## config.mk

```make
export PLATFORM = sky130hd
export DESIGN_NAME = decode
export DESIGN_NICKNAME = d
export VERILOG_FILES = /design/src/rtl/decode.sv
export SDC_FILE = /design/constraint.sdc
export NUM_CORES = 1
export LEC_CHECK = 0
export BUFFER_PORTS_ARGS = -buffer_cell sky130_fd_sc_hd__buf_2
export CORE_UTILIZATION = 30
export DETAILED_ROUTE_END_ITERATION = 16
export GPL_TIMING_DRIVEN = 0
export PLACE_DENSITY = 0.56
export SYNTH_ARGS = -nofsm -noshare
export SYNTH_HDL_FRONTEND = slang
export SYNTH_SLANG_ARGS = --single-unit
```

## constraint.sdc

```tcl
create_clock -name i_clk -period 6.4 [get_ports i_clk]
set_input_delay 0.96 -clock i_clk [delete_from_list [all_inputs] [get_ports i_clk]]
set_output_delay 0.96 -clock i_clk [all_outputs]
set_load 0.1 [all_outputs]
```

## src/rtl/decode.sv

```systemverilog
// decode: second pipeline stage of the RV32I core.
// Registers each fetched instruction, splits it into register indices, a
// sign-extended immediate and control flags, and holds the result for execute.
// A one-entry skid buffer absorbs an instruction that arrives while execute
// is stalled. i_flush discards the output register and the skid buffer.
// Optional feature macro: DECODE_ILLEGAL_EN (illegal-encoding detection).
// Without it o_illegal is constant 0 and unknown opcodes decode with all
// control flags low.
module decode #(
    parameter int AW = 32
) (
    input  logic          i_clk,
    input  logic          i_rst,
    input  logic          i_clk_en,
    input  logic [31:0]   i_inst,
    input  logic          i_inst_valid,
    input  logic [AW-1:0] i_pc,
    input  logic          i_stall,
    input  logic          i_flush,
    output logic          o_busy,
    output logic          o_valid,
    output logic [AW-1:0] o_pc,
    output logic [4:0]    o_rs1,
    output logic [4:0]    o_rs2,
    output logic [4:0]    o_rd,
    output logic [31:0]   o_imm,
    output logic [2:0]    o_fmt,
    output logic [2:0]    o_funct3,
    output logic          o_funct7b5,
    output logic          o_rd_we,
    output logic          o_mem_rd,
    output logic          o_mem_wr,
    output logic          o_branch,
    output logic          o_jump,
    output logic          o_illegal
);

    typedef enum logic [2:0] {
        FMT_R = 3'd0,
        FMT_I = 3'd1,
        FMT_S = 3'd2,
        FMT_B = 3'd3,
        FMT_U = 3'd4,
        FMT_J = 3'd5
    } fmt_e;

    localparam logic [6:0] OPC_LUI      = 7'b0110111;
    localparam logic [6:0] OPC_AUIPC    = 7'b0010111;
    localparam logic [6:0] OPC_JAL      = 7'b1101111;
    localparam logic [6:0] OPC_JALR     = 7'b1100111;
    localparam logic [6:0] OPC_BRANCH   = 7'b1100011;
    localparam logic [6:0] OPC_LOAD     = 7'b0000011;
    localparam logic [6:0] OPC_STORE    = 7'b0100011;
    localparam logic [6:0] OPC_OP_IMM   = 7'b0010011;
    localparam logic [6:0] OPC_OP       = 7'b0110011;
    localparam logic [6:0] OPC_MISC_MEM = 7'b0001111;
    localparam logic [6:0] OPC_SYSTEM   = 7'b1110011;

    // Skid buffer state
    logic          skid_full;
    logic [31:0]   skid_inst;
    logic [AW-1:0] skid_pc;

    // Decode source: the buffered instruction is always older than i_inst
    logic [31:0]   src_inst;
    logic [AW-1:0] src_pc;

    // Combinational decode results
    fmt_e        dec_fmt;
    logic [31:0] dec_imm;
    logic        dec_writes;
    logic        dec_rd_we;
    logic        dec_mem_rd;
    logic        dec_mem_wr;
    logic        dec_branch;
    logic        dec_jump;
    logic        dec_illegal;

    // Skid capture: stalled with room, or draining while a new one arrives
    logic capture;

    assign src_inst = skid_full ? skid_inst : i_inst;
    assign src_pc   = skid_full ? skid_pc   : i_pc;
    assign o_busy   = skid_full;
    assign capture  = i_inst_valid && (i_stall ? !skid_full : skid_full);

    // Decode the selected source into format, immediate and control flags
    always_comb begin
        // NOTE: every signal gets a default first so no path infers a latch.
        dec_fmt     = FMT_R;
        dec_imm     = '0;
        dec_writes  = 1'b0;
        dec_mem_rd  = 1'b0;
        dec_mem_wr  = 1'b0;
        dec_branch  = 1'b0;
        dec_jump    = 1'b0;
        dec_illegal = 1'b0;

        case (src_inst[6:0])
            OPC_LUI, OPC_AUIPC: begin
                dec_fmt    = FMT_U;
                dec_writes = 1'b1;
            end
            OPC_JAL: begin
                dec_fmt    = FMT_J;
                dec_writes = 1'b1;
                dec_jump   = 1'b1;
            end
            OPC_JALR: begin
                dec_fmt    = FMT_I;
                dec_writes = 1'b1;
                dec_jump   = 1'b1;
            end
            OPC_LOAD: begin
                dec_fmt    = FMT_I;
                dec_writes = 1'b1;
                dec_mem_rd = 1'b1;
            end
            OPC_OP_IMM: begin
                dec_fmt    = FMT_I;
                dec_writes = 1'b1;
            end
            OPC_SYSTEM, OPC_MISC_MEM: begin
                dec_fmt = FMT_I;
            end
            OPC_STORE: begin
                dec_fmt    = FMT_S;
                dec_mem_wr = 1'b1;
            end
            OPC_BRANCH: begin
                dec_fmt    = FMT_B;
                dec_branch = 1'b1;
            end
            OPC_OP: begin
                dec_fmt    = FMT_R;
                dec_writes = 1'b1;
            end
            default: begin
`ifdef DECODE_ILLEGAL_EN
                dec_illegal = 1'b1;
`endif
            end
        endcase

`ifdef DECODE_ILLEGAL_EN
        // Non-32-bit encodings, and OP with a funct7 RV32I does not define
        if (src_inst[1:0] != 2'b11) begin
            dec_illegal = 1'b1;
        end
        if (src_inst[6:0] == OPC_OP && src_inst[31:25] != 7'h00 && src_inst[31:25] != 7'h20) begin
            dec_illegal = 1'b1;
        end
`endif

        if (dec_illegal) begin
            dec_writes = 1'b0;
            dec_mem_rd = 1'b0;
            dec_mem_wr = 1'b0;
            dec_branch = 1'b0;
            dec_jump   = 1'b0;
        end

        case (dec_fmt)
            FMT_I:   dec_imm = {{20{src_inst[31]}}, src_inst[31:20]};
            FMT_S:   dec_imm = {{20{src_inst[31]}}, src_inst[31:25], src_inst[11:7]};
            FMT_B:   dec_imm = {{19{src_inst[31]}}, src_inst[31], src_inst[7],
                                src_inst[30:25], src_inst[11:8], 1'b0};
            FMT_U:   dec_imm = {src_inst[31:12], 12'h000};
            FMT_J:   dec_imm = {{11{src_inst[31]}}, src_inst[31], src_inst[19:12],
                                src_inst[20], src_inst[30:21], 1'b0};
            default: dec_imm = '0;
        endcase

        // x0 is hardwired to zero, so a write to it is never requested
        dec_rd_we = dec_writes && (src_inst[11:7] != 5'd0);
    end

    // Output register: load on an unstalled enabled cycle, hold otherwise
    always_ff @(posedge i_clk) begin
        if (i_clk_en) begin
            if (i_rst) begin
                // NOTE: state uses non-blocking assignments so every register samples pre-edge values.
                o_valid    <= 1'b0;
                o_pc       <= '0;
                o_rs1      <= '0;
                o_rs2      <= '0;
                o_rd       <= '0;
                o_imm      <= '0;
                o_fmt      <= '0;
                o_funct3   <= '0;
                o_funct7b5 <= 1'b0;
                o_rd_we    <= 1'b0;
                o_mem_rd   <= 1'b0;
                o_mem_wr   <= 1'b0;
                o_branch   <= 1'b0;
                o_jump     <= 1'b0;
                o_illegal  <= 1'b0;
            end else if (i_flush) begin
                o_valid <= 1'b0;
            end else if (!i_stall) begin
                if (skid_full || i_inst_valid) begin
                    o_valid    <= 1'b1;
                    o_pc       <= src_pc;
                    o_rs1      <= src_inst[19:15];
                    o_rs2      <= src_inst[24:20];
                    o_rd       <= src_inst[11:7];
                    o_imm      <= dec_imm;
                    o_fmt      <= dec_fmt;
                    o_funct3   <= src_inst[14:12];
                    o_funct7b5 <= src_inst[30];
                    o_rd_we    <= dec_rd_we;
                    o_mem_rd   <= dec_mem_rd;
                    o_mem_wr   <= dec_mem_wr;
                    o_branch   <= dec_branch;
                    o_jump     <= dec_jump;
                    o_illegal  <= dec_illegal;
                end else begin
                    o_valid <= 1'b0;
                end
            end
        end
    end

    // Skid buffer occupancy: fill while stalled, drain (and maybe refill) when not
    always_ff @(posedge i_clk) begin
        if (i_clk_en) begin
            if (i_rst || i_flush) begin
                skid_full <= 1'b0;
            end else if (i_stall) begin
                if (capture) begin
                    skid_full <= 1'b1;
                end
            end else if (skid_full) begin
                skid_full <= i_inst_valid;
            end
        end
    end

    // Skid payload: only meaningful while skid_full is set
    always_ff @(posedge i_clk) begin
        // NOTE: payload has no reset; skid_full alone decides whether it is used.
        if (i_clk_en && !i_rst && !i_flush && capture) begin
            skid_inst <= i_inst;
            skid_pc   <= i_pc;
        end
    end

endmodule

```

* Word level (Yosys, flattened, before mapping)
Index checks and enable logic that the tools add are counted.
Operators by class: eq/ne operators 20, multiplexer cells 57, reduce and logical (&&, ||, !) cells 20
Operator list (number):
- $mux W32 | 8
- $pmux W32 S5 | 1
- $mux W5 | 9
- $mux W1 | 32
- $eq A7 B7 Y1 const B | 4
- $eq A7 B6 Y1 const B | 3
- $mux W3 | 6
- $pmux W3 S5 | 1
- $eq A7 B5 Y1 const B | 2
- $eq A7 B2 Y1 const B | 1
- $eq A7 B4 Y1 const B | 1
- $reduce_or A7 Y1 | 1
- $eq A3 B2 Y1 const B | 2
- $eq A3 B3 Y1 const B | 2
- $reduce_or A2 Y1 | 3
- $logic_and A1 B1 Y1 | 5
- $reduce_bool A5 Y1 | 1
- $reduce_or A5 Y1 | 1
- $ne A2 B2 Y1 const B | 2
- $reduce_and A2 Y1 | 2
- $reduce_and A4 Y1 | 1
- $eq A3 B1 Y1 const B | 1
- $logic_not A1 Y1 | 3
- $ne A3 B1 Y1 const B | 1
- other kinds (3) | 4
Storage, ports and cells: output and inout port bits 94, register bits 158

* Longest topological paths before layout
depth after elaboration 9, depth in mapped cells 9, mapped depth without buffers 5

* Least setup slack after synthesis
Ideal clock, no wire load.
path kind register to register, from reg skid_full (netlist: o_busy), to reg o_branch (enable), data required time 5.830 ns, slack -0.902 ns, clock period less this slack 7.302 ns, buffers on the path 4, library setup time 0.570 ns, stages on the path, launching flop included 8, data arrival time 6.732 ns, path through edfxtp_1 buf_6 buf_6 buf_2 buf_1 nor2_1 or3_1 a21oi_1
Between the ends: word-level cells in the longest chain between the ends 3
Ends and longest elaborated chain:
- start, declared | RTL line 60 | logic skid_full;
- start signal, assigned | RTL line 234 | skid_full <= i_inst_valid;
- $logic_or A1 B1 Y1 | RTL line 201 | if (skid_full || i_inst_valid) begin
- $reduce_bool A2 Y1 (no source line)
- $reduce_and A4 Y1 (no source line)
- end signal, assigned | RTL line 214 | o_branch <= dec_branch;
- end, declared | RTL line 33 | output logic o_branch,
Every way passes these cells. A chain may end at the register's enable or synchronous reset.

* Final worst setup path
from reg skid_full (netlist: o_busy), to reg o_imm[11] (enable)
Between the ends: word-level cells in the longest chain between the ends 3
Ends and longest elaborated chain:
- $logic_or A1 B1 Y1 | RTL line 201
- $reduce_bool A2 Y1 (no source line)
- $reduce_and A4 Y1 (no source line)
- end signal, assigned | RTL line 207 | o_imm <= dec_imm;
- end, declared | RTL line 26 | output logic [31:0] o_imm,
Every way passes these cells.

==> results_dict.tcl <==
set metrics [dict create \
    core.rowCount 54 \
    critPathLaunch "o_busy" \
    cts_buffer_depth 2 \
    failed_checks "DRC" \
    clk_pin_slew_ns 0.06 \
    hp-class "reg -> reg" \
    die_area_um2 23500 \
    area_growth_pct 27.5 \
    routed_wirelength_mm 17.3 \
    die_h_um 153 \
    htree_levels 4 \
    syn-cell-area_um2 6860 \
    syn_inst 439 \
    cp.required_ns 6.52 \
    clock_sinks 157 \
    place_congestion 0.866 \
    period_needed_ns 3.72 \
    syn_area_per_cell_um2 15.6 \
    arrival_ns 3.85 \
    setup_viol 0 \
    finalCritPeriodShare_pct 58.2 \
    critical_path.endpoint_type "flip-flop" \
    vias_per_cell 4.77 \
    rsz0062_at_grt "false" \
    yosys_warnings 0 \
    critPathBufInv 7 \
    holdPathEnd "o_pc[8]" \
    worst_slew_pin_slew_ns 0.733 \
    cpPeakStageDelay_ns 0.62 \
    first_global_vias 4561 \
    drv_slew 0 \
    core_um2 22100 \
    crit_slowest_cell "a21oi_4" \
    hold_viol_final 0 \
    tns_ns 0 \
    dpl.hpwl_mm 12.8 \
    fin_util_pct 39.5 \
    rr_startpoint "o_busy" \
    fin_nets 696 \
    async_reset_ff_share_pct 0 \
    path_cells "buf_6 -> buf_6 -> buf_2 -> buf_1 -> nor2_1 -> or3_1 -> a21oi_4 -> buf_16 -> buf_12 -> buf_16" \
    max-vdd-ir-drop_mv 0.139 \
    min_path_cells 2 \
    finalPower_mw 2.55 \
    diodes 0 \
    cp_max_fo 24 \
    start_util_pct 31.0 \
    nFillCells 2088 \
    cts_made_buffers 17 \
    cts-root-buf "clkbuf_16" \
    cap_violations 0 \
    crit_type "reg -> reg" \
    grt_max_degree 29 \
    ys_seq_area_share_pct 68.8 \
    grt_pass1_wl_mm 26.8 \
    total_leakage_power_nw 3.18 \
    vias 4385 \
    hold_start "skid_pc[8]" \
    powerDensity_nw_per_um2 292 \
    ys_seq_elements 157 \
    hold_slack_ns 0.569 \
    dp.cells 887 \
    ys_types 57 \
    insertion_delay_ns 0.42 \
    drtAntennaViolNets 0 \
    layout.cells.non_filler 919 \
    antenna_found_initial 2 \
    drtIter0Drc 297 \
    syn_nets 509 \
    ios 164 \
    finalClockSkew_ns 0.00962 \
    crit_family "buffers and inverters" \
    cts_tree "yes" \
    fmax_mhz 269 \
    wire_per_inst_um 18.8 \
    synth-edff-count 157 \
    grt_overflow 0 \
    final_layout_size_suffix_gt1_share_pct 41.5 \
    die_w_um 153 \
    port_buffers 162 \
    r2r_end "o_imm[11]" \
    postCtsSetupBuffers 0 \
    status "complete, but fails checks" \
    grtUsageTotal_pct 15.3 \
    startpoint_type "flip-flop" \
    dr.pass1.iters 11 \
    reg2reg_slack_ns 2.68 \
    ys.flop_type "edfxtp_1" \
    r2r_cells 10 \
    ctsHoldBuffers 0 \
    drc 1 \
    slew_headroom_pct 51.1 \
    cts_resized 0 \
]
==> kinds of logic after synthesis <==
logic type / Yosys count / synth area share (%)
other: 1 / 0.0547
XOR/XNOR: 1 / 0.128
flip-flops: 157 / 68.8
multiplexers: 64 / 9.95
AND/OR/NAND/NOR: 127 / 9.53
buffers and inverters: 29 / 2.43
AO/OA/AOI/OAI: 60 / 9.14
==> metal layers <==
| metal | share of wire (%) | vias to the layer above | global-route usage [%] |
|---|---|---|---|
| met5 | 0.075 | - | 0 |
| met4 | 1.7 | 2 | 5.68 |
| met3 | 6.5 | 19 | 4.42 |
| met2 | 48 | 155 | 25.0 |
| met1 | 44 | 2145 | 19.2 |
| li1 | - | 2064 | - |
==> through the flow <==
| stage | setup WS, ns | instance area [um2] |
|---|---|---|
| after global routing | 2.43 | 8740 |
| after floorplan | 0.869 | 6860 |
| after global placement | -0.800 | 8020 |
| final | 2.68 | 8740 |
| after CTS | 2.53 | 8740 |
| after detailed placement | 2.56 | 8180 |
==> cell usage in the layout (no fill, tap or decap), types with 2 or more instances in the layout <==
cell type / count
a31oi_1: 2
buf_16: 3
nand2_1: 17
clkinv_2: 3
and3b_1: 3
clkbuf_16: 17
a221oi_1: 2
bufinv_16: 2
o21ai_0: 2
nor2_1: 50
mux2_2: 16
a21oi_2: 2
a211oi_4: 2
nand2b_1: 10
mux2i_1: 45
a2111oi_0: 2
or3_1: 2
a21oi_1: 8
a22oi_1: 2
nor3_1: 7
and2_1: 13
inv_1: 2
buf_12: 3
nor3_2: 2
nor2b_1: 6
o211ai_1: 6
edfxtp_1: 157
clkinvlp_4: 3
a221oi_2: 19
nor4_1: 4
buf_6: 5
buf_2: 169
clkbuf_1: 15
buf_4: 3
nand3_1: 2
==> Yosys cell counts (all sizes together) (2+ instances only) <==
master	n	area (um2)
nor3b	2	20.0
nand3	2	10.0
a22oi	2	15.0
nor4	4	25.0
nor2b	6	37.5
a31oi	2	12.5
nor2	52	198
nand2b	10	62.6
edfxtp	157	4710
mux2	17	195
inv	2	7.51
o21ai	4	23.8
or3	3	23.8
nand2	17	63.8
buf	16	118
a21oi	11	62.6
a2111oi	2	17.5
and2	13	81.3
a211oi	4	60.1
mux2i	47	487
nor3	10	71.3
o211ai	6	45.0
a221oi	21	303
and3b	3	26.3
clkbuf	11	41.3
==> power by group <==
group / total [mW] / switching, mW / internal (mW)
Sequential: 1.18 / 0.0101 / 1.17
Combinational: 0.392 / 0.307 / 0.0853
Clock: 0.979 / 0.407 / 0.573
Total: 2.55 / 0.723 / 1.83
==> tightest hold or removal path, cell delays in order, from the launching register on <==
cell,delay (ns)
edfxtp_1,0.32
mux2i_1,0.06
nor2_1,0.08
==> sequential cells by signal, summed over array words and instances, names as in the netlist <==
signal	cells
o_branch	1
o_busy	1
o_fmt	3
o_funct3	3
o_funct7b5	1
o_imm	32
o_jump	1
o_mem_rd	1
o_mem_wr	1
o_pc	32
o_rd	5
o_rd_we	1
o_rs1	5
o_rs2	5
o_valid	1
skid_inst	32
skid_pc	32
==> cell type report <==
class | instances | area [um2] | area share (%)
clock buffer | 21 | 440 | 5.04
multi-input combinational | 253 | 1990 | 22.8
buffer | 27 | 159 | 1.82
tap | 280 | 350 | 4.01
clock inverter | 11 | 119 | 1.36
inverter | 2 | 7.51 | 0.0859
timing repair buffer | 168 | 953 | 10.9
sequential | 157 | 4710 | 54.0
==> worst max path at each step <==
stage	endpoint	slack (ns)	depth (start not counted)
finish	o_imm[11]	2.68	10
global route	o_imm[0]	2.43	10
global placement	skid_inst[25]	-0.80	8
CTS	o_imm[20]	2.53	10
detailed placement	o_imm[11]	2.56	10
floorplan	skid_inst[0]	0.87	8
Note: power is estimated with default switching activity, not from simulation.
